File: src/rtl/fifo_stream_reader_pkg.sv
// Shared constants for the FIFO read-side adapters.
// Holds the minimum skid depth and the occupancy-counter sizing helper.
package fifo_stream_reader_pkg;

  // Two slots cover the 1-cycle read latency; the third keeps
  // full throughput without a ready -> rd_en combinational path.
  localparam int unsigned MIN_BUF_DEPTH = 3;

  function automatic int unsigned cnt_width(
    input int unsigned depth
  );
    return $clog2(depth + 1);
  endfunction

endpackage

File: src/rtl/skid_ring_buffer.sv
// Small ring buffer with head/tail/count, no bypass path.
// Reusable skid storage for read-side adapters.
module skid_ring_buffer
  import fifo_stream_reader_pkg::*;
#(
  parameter int unsigned WIDTH     = 8,
  parameter int unsigned DEPTH     = 3,
  parameter int unsigned CNT_WIDTH = cnt_width(DEPTH)
) (
  input  logic                 clk,
  input  logic                 rst,
  input  logic                 push,
  input  logic [WIDTH-1:0]     push_data,
  input  logic                 pop,
  output logic [CNT_WIDTH-1:0] count,
  output logic [WIDTH-1:0]     head_data
);

  localparam int unsigned PTR_W = $clog2(DEPTH);
  localparam logic [PTR_W-1:0] LAST = PTR_W'(DEPTH - 1);

  logic [WIDTH-1:0]     mem [DEPTH];
  logic [PTR_W-1:0]     head;
  logic [PTR_W-1:0]     tail;
  logic [PTR_W-1:0]     head_next;
  logic [PTR_W-1:0]     tail_next;
  logic [CNT_WIDTH-1:0] count_next;

  // Explicit wrap so DEPTH need not be a power of two.
  always_comb begin
    head_next = (head == LAST) ? '0 : head + 1'b1;
    tail_next = (tail == LAST) ? '0 : tail + 1'b1;
  end

  always_comb begin
    count_next = count;
    unique case ({push, pop})
      2'b10:   count_next = count + 1'b1;
      2'b01:   count_next = count - 1'b1;
      default: count_next = count;
    endcase
  end

  always_ff @(posedge clk) begin
    if (rst) begin
      head <= '0;
    end else if (pop) begin
      head <= head_next;
    end
  end

  always_ff @(posedge clk) begin
    if (rst) begin
      tail <= '0;
    end else if (push) begin
      tail <= tail_next;
    end
  end

  always_ff @(posedge clk) begin
    if (rst) begin
      count <= '0;
    end else if (push ^ pop) begin
      count <= count_next;
    end
  end

  // Data array is deliberately left without reset.
  always_ff @(posedge clk) begin
    if (push) begin
      mem[tail] <= push_data;
    end
  end

  assign head_data = mem[head];

endmodule

File: src/rtl/fifo_stream_reader.sv
// Read-side adapter for a synchronous-read FIFO: issues rd_en,
// absorbs the 1-cycle dout latency and offers a valid/ready stream.
module fifo_stream_reader
  import fifo_stream_reader_pkg::*;
#(
  parameter int unsigned WIDTH     = 8,
  parameter int unsigned BUF_DEPTH = 3,
  parameter int unsigned CNT_WIDTH = cnt_width(BUF_DEPTH)
) (
  input  logic             clk,
  input  logic             rst,
  input  logic             fifo_empty,
  output logic             fifo_rd_en,
  input  logic [WIDTH-1:0] fifo_dout,
  output logic             out_valid,
  input  logic             out_ready,
  output logic [WIDTH-1:0] out_data
);

  if (BUF_DEPTH < MIN_BUF_DEPTH) begin : g_depth_check
    $error("BUF_DEPTH must be at least %0d", MIN_BUF_DEPTH);
  end

  logic                 inflight;
  logic                 pop;
  logic [CNT_WIDTH-1:0] count;
  logic [CNT_WIDTH:0]   occupancy;

  // Reserve a slot for the word already requested, so the
  // read strobe never depends on out_ready.
  assign occupancy = {1'b0, count}
                   + {{CNT_WIDTH{1'b0}}, inflight};

  assign fifo_rd_en = ~rst & ~fifo_empty
                    & (occupancy < (CNT_WIDTH + 1)'(BUF_DEPTH));

  assign out_valid = (count != '0);
  assign pop       = out_valid & out_ready;

  always_ff @(posedge clk) begin
    if (rst) begin
      inflight <= 1'b0;
    end else begin
      inflight <= fifo_rd_en;
    end
  end

  skid_ring_buffer #(
    .WIDTH     (WIDTH),
    .DEPTH     (BUF_DEPTH),
    .CNT_WIDTH (CNT_WIDTH)
  ) u_ring (
    .clk       (clk),
    .rst       (rst),
    .push      (inflight),
    .push_data (fifo_dout),
    .pop       (pop),
    .count     (count),
    .head_data (out_data)
  );

endmodule

File: config.mk
export PLATFORM = sky130hd
export DESIGN_NAME = fifo_stream_reader
export DESIGN_NICKNAME = d
export VERILOG_FILES = /design/src/rtl/fifo_stream_reader_pkg.sv /design/src/rtl/skid_ring_buffer.sv /design/src/rtl/fifo_stream_reader.sv
export SDC_FILE = /design/constraint.sdc
export NUM_CORES = 1
export LEC_CHECK = 0
export BUFFER_PORTS_ARGS = -buffer_cell sky130_fd_sc_hd__buf_2
export CORE_MARGIN = 1
export CORE_UTILIZATION = 43
export DETAILED_ROUTE_END_ITERATION = 16
export HOLD_SLACK_MARGIN = 0.15
export PLACE_DENSITY = 0.61
export SYNTH_ARGS = -nofsm -noshare
export SYNTH_HDL_FRONTEND = slang
export SYNTH_SLANG_ARGS = --single-unit
File: constraint.sdc
create_clock -name clk -period 1.9 [get_ports clk]
set_input_delay 0.19 -clock clk [delete_from_list [all_inputs] [get_ports clk]]
set_output_delay 0.19 -clock clk [all_outputs]
set_load 0.01 [all_outputs]
==> results.toml <==
[floorplan]
num_rows = 19
fp.dieW_um = 56.0
start_util_pct = 45.4
core_area_sq_um = 2760
die_h_um = 56.0
die_area_sq_um = 3130
io_pins = 22

[synthesis]
synth-edff-count = 24
synth_top_area_cell = "edfxtp_1"
synth-seq-cells = 33
synth.distinct_cells = 21
async_flop_share_pct = 0
synth.most_common_cell = "edfxtp_1"
synth_common_cells = "edfxtp_1, nand2_1, dfxtp_1, mux2i_1, o21ai_0"
synth_cells = 88
ys_warn_count = 0
yosysSeqAreaShare_pct = 71.9
syn-mean-instance-area_sq_um = 14.2
syn_nets = 103
ys_top_cells_by_area = "edfxtp_1, dfxtp_1, mux2i_1"
yosysTopAreaCellShare_pct = 57.5
synth_area_sq_um = 1250
synth_flop_cell = "edfxtp_1"

[job]
drv_cap = 0

[cells_and_area]
multiInputGateArea_sq_um = 354
syn_to_final_growth_pct = 25.8
drive_gt1_share_pct = 26.8
n_antenna_cell = 0
nNetsFinal = 141
regArea_sq_um = 906
num-fill-cells = 233
utilization_pct = 57.1

[clock_network]
clock-root-buffer = "clkbuf_4"
clk_pin_slew_ps = 90
clock_latency_ps = 320
cts_num_sinks = 33
clock_path_buffers = 2
htree_levels = 2
tritoncts = "done"
cts_setup_buffers = 0
cts_buffers = 5

[routing]
wl_per_cell_um = 13.5
dr.pass1.iters = 3
routed_via_density = 5.06
drt_iter0_drc = 22
antenna_left = 0
routed_wl_mm = 2.13
drc = 0
vias = 800

[sta]
maxSlewViolCount = 0
layout_worst_path_cycle_share_pct = 93.2
clock_skew_ps = 2.18
worst_slew_pin_slew_ps = 499
fin_setup_tns_ps = 0
setup_viol_count_final = 0
layout_min_cycle_time_ps = 1770
slew_headroom_pct = 66.7
rsz0062_at_grt = "no"
hold_violations = 0
max_freq_mhz = 565

[critical_path]
r2r_start = "u_ring.count[1]"
endpoint_kind = "output pin"
crit_fanout = 5
regToRegSetupSlack_ps = 290
arrival_ps = 1580
path_buf_inv = 1
crit_required_ps = 1710
ff2ff_path_depth = 6
crit_start = "u_ring.count[0]"
crit_path_end = "fifo_rd_en"
path_delay_family = "adder cells"
crit_path_start_kind = "register"
worstSetupPathType = "register to output pin"
r2r-end = "u_ring.count[1]"
cpMaxStageDelayCell = "dfxtp_4"
slowest_delay_ps = 370
cp.depth = 4
crit_chain = "ha_1 -> ha_4 -> a2111oi_2 -> buf_2"

[placed_design]
place.gp.congestion = 0.702
io_buffers = 21
dp_hpwl_mm = 1.37

[global_routing]
grt_pass1_wl_mm = 3.42
grt_max_degree = 17
grt-ovfl-total = 0
antenna_found_initial = 0
track_usage_pct = 15.1
grt_pass1_vias = 783

[pwr]
vdd_drop_max_mv = 0.716
p_leak_uw = 0.000583
power_density_nw_per_um2 = 1050

[worst_hold_path]
hp-class = "input port to register"

[status]
status = "finished, final reports clean"
## area by class of cell
| class | count | share of cell area (%) |
|---|---|---|
| Sequential cell | 33 | 57.5 |
| Inverter | 2 | 0.477 |
| Tap cell | 31 | 2.46 |
| Multi-Input combinational cell | 51 | 22.5 |
| Clock buffer | 8 | 3.10 |
| Timing Repair Buffer | 33 | 14.0 |
## layout by cell type, fill, tap and decap left out
master,count
nand2_1,10
nor2_1,4
dfxtp_2,1
dfxtp_1,7
clkbuf_4,5
clkbuf_1,3
o21ai_1,1
nor3_1,1
buf_2,21
a21oi_1,3
inv_1,2
or3_1,2
xor2_1,1
ha_1,2
nor2b_1,2
dlygate4sd3_1,10
o21ba_2,1
buf_4,2
ha_4,1
and3b_1,1
dfxtp_4,1
mux2i_1,9
a2111oi_0,1
or2_2,1
xnor2_1,1
a2111oi_2,1
edfxtp_1,24
o21ai_0,9
## report_power, final
group          internal (uW)  switching, uW
logic                    197            180
clock network            147            208
registers                843           77.6
total                   1190            466
## worst min-delay path: stages
cell	delay (ps)
buf_2	70
o21ai_1	110
nand2_1	90
a21oi_1	80
## sequential cells by signal (all words and copies together) (netlist names), named ones only
signal / cells
u_ring.count: 2
inflight: 1
u_ring.head: 2
u_ring.tail: 2
u_ring.mem: 24
## logic make-up after synthesis
family	share of synthesized area, %
buffers and inverters	1.30
flip-flops	71.9
multiplexers	7.19
AO/OA/AOI/OAI	7.39
AND/OR/NAND/NOR	7.79
adder cells (fa/ha/maj)	3.00
XOR/XNOR	1.40
## metrics by stage
stage	hold slack [ps]	setup slack (ps)	total power (uW)	std cells	cell area, sq um
global route	296	33.2	1760	158	1580
CTS	260	8.04	1660	158	1560
floorplan	259	217	1140	88	1250
detailed placement	396	315	1270	140	1400
global placement	375	372	1250	140	1400
finish	271	129	1650	158	1580
## timing repair
action / CTS / global route
setup endpoints to repair: 1 / 1
pin swaps: 0 / 1
hold buffers: 10 / 0
hold endpoints to repair: 28 / 0
resized for setup: 4 / 2
## layer usage
layer  GRT usage [%]  wire length [um]  share of wire (%)
met5               0                 0                  0
met4            7.32                41                1.9
met3            6.98               105                4.9
met2            26.5              1130                 53
met1            15.0               853                 40
## worst min-delay path by stage
stage / to / slack (ps) / start / depth (start not counted)
5_1_grt: u_ring.head[0] / 300 / out_ready / 4
3_3_place_gp: inflight / 380 / fifo_empty / 2
2_1_floorplan: u_ring.count[1] / 260 / rst / 1
6_report: u_ring.head[0] / 270 / out_ready / 4
4_1_cts: register / 260 / out_ready / 4
3_5_place_dp: inflight / 400 / fifo_empty / 2
(Power assumes the default switching activity.)
